### config.mk
export PLATFORM = sky130hd
export DESIGN_NAME = cpu_ctrl_sequencer
export DESIGN_NICKNAME = d
export VERILOG_FILES = /design/src/rtl/cpu_ctrl_sequencer.sv
export SDC_FILE = /design/constraint.sdc
export NUM_CORES = 1
export LEC_CHECK = 0
export ABC_AREA = 0
export CORE_ASPECT_RATIO = 0.8
export CORE_UTILIZATION = 65
export CTS_BUF_LIST = sky130_fd_sc_hd__clkbuf_16
export DETAILED_ROUTE_END_ITERATION = 12
export DONT_BUFFER_PORTS = 1
export PLACE_DENSITY_LB_ADDON = 0.05
export REMOVE_ABC_BUFFERS = 1
export SYNTH_ARGS = -nofsm -noshare
export SYNTH_HDL_FRONTEND = slang
export SYNTH_SLANG_ARGS = --single-unit
### constraint.sdc
create_clock -name clk_i -period 7.9 [get_ports clk_i]
set_clock_uncertainty 0.05 [all_clocks]
set_input_delay 1.58 -clock clk_i [delete_from_list [all_inputs] [get_ports clk_i]]
set_output_delay 1.58 -clock clk_i [all_outputs]
set_load 0.1 [all_outputs]
### src/rtl/cpu_ctrl_sequencer.sv
// ---------------------------------------------------------------------------
// cpu_ctrl_sequencer
//
// Program sequencer that drives the 8-bit CPU core's external control input
// from a small loadable program store. A host writes up to DEPTH
// instructions while the sequencer is idle (or done), then pulses start_i.
// The sequencer issues control words, waits, and branches on the CPU status
// flags until it reaches an END instruction or is halted.
//
// Instruction format (IW = WORD_W+4):
//   [IW-1:IW-2] op       00 ISSUE, 01 BRANCH, 10 WAIT, 11 END
//   [IW-3:IW-4] sel      flag index for BRANCH (C=0, Z=1, V=2, N=3)
//   [WORD_W-1:0] payload control word / branch target / wait count
//
// Ports:
//   clk_i, rst_ni          clock, asynchronous active-low reset
//   load_valid_i/_data_i   program write request and instruction
//   load_ready_o           write accepted when valid && ready (IDLE/DONE only)
//   start_i, halt_i        begin execution at pc 0 / abort execution
//   step_mode_i, step_i    single-step controls (only with SEQ_SINGLE_STEP_EN)
//   flags_i                CPU status {N,V,Z,C}
//   ctrl_o, ctrl_valid_o   control word and its one-cycle update pulse
//   pc_o                   current program counter
//   busy_o, done_o         high in RUN/WAIT, high in DONE
//
// Build option:
//   SEQ_SINGLE_STEP_EN  when defined, step_mode_i=1 makes RUN and the WAIT
//                       countdown advance only on edges where step_i=1.
//                       When undefined, step_mode_i and step_i are ignored.
// ---------------------------------------------------------------------------
module cpu_ctrl_sequencer #(
  parameter int WORD_W = 8,
  parameter int DEPTH  = 16,
  parameter int ADDR_W = 4
) (
  input  logic              clk_i,
  input  logic              rst_ni,
  input  logic              load_valid_i,
  input  logic [WORD_W+3:0] load_data_i,
  output logic              load_ready_o,
  input  logic              start_i,
  input  logic              halt_i,
  input  logic              step_mode_i,
  input  logic              step_i,
  input  logic [3:0]        flags_i,
  output logic [WORD_W-1:0] ctrl_o,
  output logic              ctrl_valid_o,
  output logic [ADDR_W-1:0] pc_o,
  output logic              busy_o,
  output logic              done_o
);

  localparam int IW = WORD_W + 4;

  typedef enum logic [1:0] {
    S_IDLE = 2'd0,
    S_RUN  = 2'd1,
    S_WAIT = 2'd2,
    S_DONE = 2'd3
  } state_e;

  typedef enum logic [1:0] {
    OP_ISSUE  = 2'b00,
    OP_BRANCH = 2'b01,
    OP_WAIT   = 2'b10,
    OP_END    = 2'b11
  } op_e;

  state_e            state_q, state_d;
  logic [ADDR_W-1:0] pc_q, pc_d;
  logic [ADDR_W-1:0] wr_ptr_q, wr_ptr_d;
  logic [WORD_W-1:0] cnt_q, cnt_d;
  logic [WORD_W-1:0] ctrl_q, ctrl_d;
  logic              ctrl_valid_q, ctrl_valid_d;

  logic [IW-1:0]     mem_q [DEPTH];
  logic              mem_we;

  logic [IW-1:0]     instr;
  op_e               op;
  logic [1:0]        sel;
  logic [WORD_W-1:0] payload;
  logic              step_en;
  logic              load_ready;

  // Instruction fetch is a plain asynchronous read at the current pc, so the
  // instruction at pc executes on the very edge after pc is set.
  assign instr   = mem_q[pc_q];
  assign op      = op_e'(instr[IW-1:IW-2]);
  assign sel     = instr[IW-3:IW-4];
  assign payload = instr[WORD_W-1:0];

`ifdef SEQ_SINGLE_STEP_EN
  assign step_en = !step_mode_i || step_i;
`else
  // Step controls are pin-compatible placeholders in this build.
  logic unused_step;
  assign unused_step = step_mode_i ^ step_i;
  assign step_en     = 1'b1;
`endif

  // -------------------------------------------------------------------------
  // State register
  // -------------------------------------------------------------------------
  // NOTE: sequential state uses non-blocking assignments so every flop samples
  // the pre-edge values regardless of statement order.
  always_ff @(posedge clk_i or negedge rst_ni) begin
    if (!rst_ni) begin
      state_q      <= S_IDLE;
      pc_q         <= '0;
      wr_ptr_q     <= '0;
      cnt_q        <= '0;
      ctrl_q       <= '0;
      ctrl_valid_q <= 1'b0;
    end else begin
      state_q      <= state_d;
      pc_q         <= pc_d;
      wr_ptr_q     <= wr_ptr_d;
      cnt_q        <= cnt_d;
      ctrl_q       <= ctrl_d;
      ctrl_valid_q <= ctrl_valid_d;
    end
  end

  // NOTE: the program store is reset on purpose: every entry becomes all-ones
  // (END), so starting an unloaded program terminates at once. This keeps it
  // in flops rather than a RAM macro, which is fine at this depth.
  always_ff @(posedge clk_i or negedge rst_ni) begin
    if (!rst_ni) begin
      for (int i = 0; i < DEPTH; i++) mem_q[i] <= '1;
    end else if (mem_we) begin
      mem_q[wr_ptr_q] <= load_data_i;
    end
  end

  // -------------------------------------------------------------------------
  // Next-state / datapath
  // -------------------------------------------------------------------------
  always_comb begin
    // NOTE: every signal gets a default first so no path can infer a latch.
    state_d      = state_q;
    pc_d         = pc_q;
    wr_ptr_d     = wr_ptr_q;
    cnt_d        = cnt_q;
    ctrl_d       = ctrl_q;
    ctrl_valid_d = 1'b0;
    mem_we       = 1'b0;

    unique case (state_q)
      S_IDLE, S_DONE: begin
        if (load_valid_i) begin
          mem_we   = 1'b1;
          wr_ptr_d = wr_ptr_q + ADDR_W'(1);
        end
        // A write on the same edge still lands; the run reads it on the
        // following edge. Halt takes priority over start.
        if (start_i && !halt_i) begin
          pc_d     = '0;
          wr_ptr_d = '0;
          state_d  = S_RUN;
        end
      end

      S_RUN: begin
        if (halt_i) begin
          state_d = S_IDLE;
          cnt_d   = '0;
        end else if (step_en) begin
          unique case (op)
            OP_ISSUE: begin
              ctrl_d       = payload;
              ctrl_valid_d = 1'b1;
              pc_d         = pc_q + ADDR_W'(1);
            end
            OP_BRANCH: begin
              pc_d = flags_i[sel] ? payload[ADDR_W-1:0] : pc_q + ADDR_W'(1);
            end
            OP_WAIT: begin
              if (payload == '0) begin
                pc_d = pc_q + ADDR_W'(1);
              end else begin
                cnt_d   = payload;
                state_d = S_WAIT;
              end
            end
            OP_END: begin
              state_d = S_DONE;
            end
            default: ;
          endcase
        end
      end

      S_WAIT: begin
        if (halt_i) begin
          state_d = S_IDLE;
          cnt_d   = '0;
        end else if (step_en) begin
          // The last wait cycle advances pc so the next instruction runs on
          // the following edge: 1 + n edges in total for WAIT n.
          if (cnt_q == WORD_W'(1)) begin
            cnt_d   = '0;
            pc_d    = pc_q + ADDR_W'(1);
            state_d = S_RUN;
          end else begin
            cnt_d = cnt_q - WORD_W'(1);
          end
        end
      end

      default: state_d = S_IDLE;
    endcase
  end

  // -------------------------------------------------------------------------
  // Outputs
  // -------------------------------------------------------------------------
  always_comb begin
    load_ready = (state_q == S_IDLE) || (state_q == S_DONE);
    busy_o     = (state_q == S_RUN)  || (state_q == S_WAIT);
    done_o     = (state_q == S_DONE);
  end

  assign load_ready_o = load_ready;
  assign ctrl_o       = ctrl_q;
  assign ctrl_valid_o = ctrl_valid_q;
  assign pc_o         = pc_q;

endmodule

After elaboration in Yosys (flattened, before gate mapping)
Index checks and enable logic that the tools add are counted.

Input bits: 23. Register bits after elaboration: 219. Word-level logic and storage cells: 102. Output and inout bits: 16.

Order comparisons: 4. Muxes and demuxes: 36. Bitwise logic cells: 3. $add $sub $neg: 3. Eq/ne operators: 18. Reductions and logical operators: 16.

Operator list (count): $bwmux 192 (1); $bmux 12 s4 (1); $demux 12 s4 (1); $mux 8 (5); $mux 12 (3); $mux 4 (8); $pmux 4 s3 (2); $pmux 8 s2 (1); $ge 5x5->1 const B (2); $mux 2 (5); $not 4->5 (2); $ne 3x3->1 const B (3); $add 4x1->4 const B (2); $eq 2x2->1 const B (4); $eq 8x1->1 const B (1); $logic_not 8->1 (1); $ne 2x2->1 const B (4); $sub 8x1->8 const B (1); $mux 1 (6); $pmux 2 s3 (1); $reduce_and 3->1 (2); $reduce_and 6->1 (1); $lt 5x1->1 const B (1); $eq 2x1->1 const B (2); other kinds (16) (20).

Depth between registers and ports, before layout
Word-level depth: 10. Mapped depth: 14. Mapped depth without buffers: 10.

Worst setup path after synthesis
OpenSTA, ideal clock, no wires.

Path kind: register to register. Start point: register pc_q[0], in the netlist pc_o[0]. End point: register pc_q[2], in the netlist pc_o[2]. Data required time: 7.728 ns. Buffers on the path: 4. Setup time: 0.122 ns. Setup slack: 3.378 ns. Stages on the path, launching flop included: 14. Clock period less this slack: 4.522 ns. Arrival time: 4.350 ns. Cell sequence: dfrtp_1 -> buf_4 -> buf_6 -> buf_4 -> buf_1 -> mux4_2 -> mux4_2 -> inv_1 -> ha_1 -> inv_1 -> a211oi_2 -> o21bai_1 -> a311o_1 -> o2bb2ai_1.

Cells in the longest elaborated chain, start to end: 10. Elaborated cells between the ends (all ways): 21. Classes of those cells: add/sub (1); eq/ne (4); mux (12); bitwise (1); reduce/logical (3).

Ends and longest elaborated chain: start: declaration (line 70) `logic [ADDR_W-1:0] pc_q, pc_d;`; start signal: assignment (line 117) `pc_q <= pc_d;`; $not 4->5 (not written as such) (line 88) `assign instr = mem_q[pc_q];`; $bmux 12 s4 (line 88); $mux 12 (not written as such) (2 in a row) (line 88); $bmux 1 s2 (line 176) `pc_d = flags_i[sel] ? payload[ADDR_W-1:0] : pc_q + ADDR_W'(1);`; $mux 1 (not written as such) (line 176); $mux 4 (line 176); $pmux 4 s3 (line 169) `unique case (op)`; $mux 4 (line 165) `if (halt_i) begin`; $pmux 4 s3 (line 149) `unique case (state_q)`.

Parallel ways exist; a longest one is shown, timed or not. The select of a mux whose other input is x is not followed. A chain may end at the register's enable or synchronous reset.

Worst setup path in the final report
Start point: register pc_q[1], in the netlist pc_o[1]. End point: register cnt_q[0].

Cells in the longest elaborated chain, start to end: 8. Elaborated cells between the ends (all ways): 13. Classes of those cells: eq/ne (3); mux (7); bitwise (1); reduce/logical (2).

Ends and longest elaborated chain: $not 4->5 (not written as such) * (line 88); $bmux 12 s4 * (line 88); $mux 12 (not written as such) * (2 in a row) (line 88); $mux 8 (line 179) `if (payload == '0) begin`; $mux 8 (line 169); $mux 8 (line 165); $pmux 8 s2 (line 149); end signal: assignment (line 119) `cnt_q <= cnt_d;`; end: declaration (line 72) `logic [WORD_W-1:0] cnt_q, cnt_d;`.

Every way passes the cells marked *; elsewhere a longest branch is shown, timed or not. The select of a mux whose other input is x is not followed.

==> impl_metrics.ini <==
[hold_path]
whs_endpoint = cnt_q[7]$_DFFE_PN0P_
hp-class = flip-flop to flip-flop
min-delay-start = cnt_q[7]$_DFFE_PN0P_
hold_path_depth = 2

[sta]
totalNegativeSetupSlack_ns = 0
rsz0062_at_grt = no
maxSlewViolCount = 0
period_needed_ns = 4.32
relSlewSlack = 0.196
period_share = 0.547
final_hold_viol_count = 0
tightest_slew_ns = 1.20
whs_ns = 0.463
setup_viol = 0
fmax_mhz = 232

[placed_design]
io_buffers = 0
placedCellCount = 919
hpwl_mm = 14.9
place.gp.congestion = 0.895

[clock_tree]
clkLatencyLatePin_ns = 0.51
cts_setup_buffers = 0
cts_hold_buf = 0
cts.repair.resized = 0
cts_sinks = 219
path_clk_slew_ns = 0.06
cts_buffer_depth = 3
cts_made_buffers = 22
h-tree-depth = 1
tritoncts = built
clock-root-buffer = clkbuf_16

[route]
drcViolationCount = 0
final_antenna_net_count = 0
drt-pass1-iter-count = 5
vias = 6279
wl_per_cell_um = 25.4
wirelength_mm = 24.3
dr.first_iter.drc_count = 525
viasPerCell = 6.55

[layout]
layout.nets = 765
antenna_cells = 0
area_delta_synth_final_pct = 9.00
finalNonFillerCells = 959
layout_commonest_cell = mux2_2
layout_common_cells = mux2_2 (199), dfstp_2 (192), mux4_2 (46), nor2_1 (31), inv_1 (26)
fill_cells = 1028
drive_gt1_frac = 0.664

[synth]
syn-instance-count = 742
ys_ff_latch = 219
yosys.area_share.xor_xnor = 0
yosysSeqAreaShare = 0.535
yosysWarnings = 0
synthMuxAreaShare = 0.328
synth_compound_area_frac = 0.0555
yosysUniqueCellTypes = 51
synth.avg_cell_area_sq_um = 14.4
yosys.area_share.adder = 0.0164
synth-simple-area-share = 0.0351
synth_top_family_by_area = multiplexers
syn_area_sq_um = 10700

[critical_path]
crit_arrival_ns = 4.69
r2r-start = pc_o[1]$_DFFE_PN0P_
setup.worst_path.start_class = flip-flop
reg2reg_to = cnt_q[0]$_DFFE_PN0P_
critPathCaptureType = flip-flop
criticalPathCategory = flip-flop to flip-flop
r2r_slack_ns = 3.58
path_max_fanout = 30
critPathLaunch = pc_o[1]$_DFFE_PN0P_
worstPathRequired_ns = 8.28
reg2reg_depth = 9

[pwr]
finalPower_w = 0.00499
p_leak_nw = 4.59
power.density_nw_per_um2 = 429
ir_drop_uv = 221

[run_status]
status = finished clean

[die]
initial_core_util = 0.672
dieHeight_um = 117
ios = 39
coreArea_sq_um = 15900
num_rows = 41
die_x_um = 145
die-area_sq_um = 17000

[global_routing]
grt_overflow = 0
antenna_found_initial = 0
grt_pass1_vias = 6523
grt_max_degree = 220
grt_pass1_wl_mm = 38.1
global_route.usage.total = 0.302

[flow_run]
cap_violations = 0
[critical path: stages (launching register included)]
cell,delay [ns]
dfrtp_2,0.93
buf_4,0.55
nor2b_1,0.66
a221oi_1,0.23
o21ai_0,0.40
o2111ai_1,0.24
o41a_1,0.51
o21ai_4,0.39
a221oi_1,0.09
a21oi_1,0.17
[synth_stat cells, drive strengths merged]
cell type | instances | area (sq um)
a211oi | 1 | 12.5
a21o | 2 | 15.0
a21oi | 16 | 83.8
a221oi | 8 | 70.1
a22o | 6 | 52.6
a22oi | 2 | 15.0
a311o | 2 | 20.0
a31oi | 1 | 6.26
a32oi | 8 | 70.1
and2 | 3 | 18.8
and3 | 2 | 12.5
buf | 16 | 88.8
clkbuf | 38 | 143
dfrtp | 27 | 676
dfstp | 192 | 5040
ha | 14 | 175
inv | 22 | 82.6
mux2 | 199 | 2240
mux2i | 23 | 230
mux4 | 46 | 1040
nand2 | 19 | 71.3
nand2b | 3 | 18.8
nand3 | 9 | 45.0
nand4 | 3 | 18.8
nor2 | 32 | 123
nor2b | 2 | 12.5
nor3 | 2 | 10.0
nor4 | 1 | 6.26
o2111a | 1 | 11.3
o2111ai | 3 | 26.3
o211ai | 2 | 15.0
o21ai | 23 | 126
o21bai | 1 | 7.51
o22ai | 1 | 6.26
o2bb2ai | 2 | 17.5
o311a | 1 | 10.0
o31ai | 1 | 7.51
o32ai | 1 | 8.76
o41a | 1 | 11.3
or2 | 2 | 12.5
or3 | 3 | 18.8
or4 | 1 | 7.51
[report_power, final]
part / total (W) / internal (W) / leakage [nW] / switching, W
combinational: 0.00169 / 0.000811 / 1.85 / 0.000880
sequential: 0.00216 / 0.00172 / 2.34 / 0.000444
clock: 0.00114 / 0.000709 / 0.406 / 0.000428
total: 0.00499 / 0.00324 / 4.59 / 0.00175
[registers in the layout, summed over array words and instances, names as in the netlist]
name          flops
cnt_q             8
ctrl_o            8
ctrl_valid_o      1
mem_q           192
pc_o              4
state_q           2
wr_ptr_q          4
[metal layers]
metal | up-vias | track usage | wire length, um
met4 | 0 | 0.0982 | 713
met5 | - | 0 | 0
met3 | 66 | 0.0602 | 1370
li1 | 2716 | - | -
met1 | 3324 | 0.413 | 10400
met2 | 173 | 0.495 | 11800
[how the worst max path moves through the flow]
stage	end	slack (ns)	depth (start not counted)
final	cnt_q[0]$_DFFE_PN0P_	3.58	9
after global routing	cnt_q[0]$_DFFE_PN0P_	3.40	8
after CTS	cnt_q[0]$_DFFE_PN0P_	3.57	8
after detailed placement	cnt_q[0]$_DFFE_PN0P_	3.60	8
after global placement	state_q[0]$_DFFE_PN0P_	3.65	9
after floorplan	pc_o[3]$_DFFE_PN0P_	2.62	7
[cell families after synthesis]
family	Yosys count
muxes	268
DFF	219
AOI/OAI and AO/OA	83
and+or+nand+nor	82
buffers and inverters	76
adders and majority gates	14
[final cells by class]
| type | count | area, sq um | share of cell area |
|---|---|---|---|
| well taps | 215 | 269 | 0.0231 |
| flip-flops and latches | 219 | 5730 | 0.492 |
| clock buffers | 24 | 601 | 0.0516 |
| multi-input cells | 447 | 4650 | 0.399 |
| repair buffers | 16 | 120 | 0.0103 |
| clock inverters | 16 | 196 | 0.0169 |
| inverters | 22 | 82.6 | 0.00709 |
[metrics by stage]
step | area [sq um] | util | setup WS [ns]
detailed placement | 10900 | 0.682 | 3.60
CTS | 11600 | 0.732 | 3.57
finish | 11600 | 0.732 | 3.58
global placement | 10900 | 0.682 | 3.65
floorplan | 10500 | - | 2.62
global route | 11600 | 0.732 | 3.40
(Power assumes the default switching activity.)
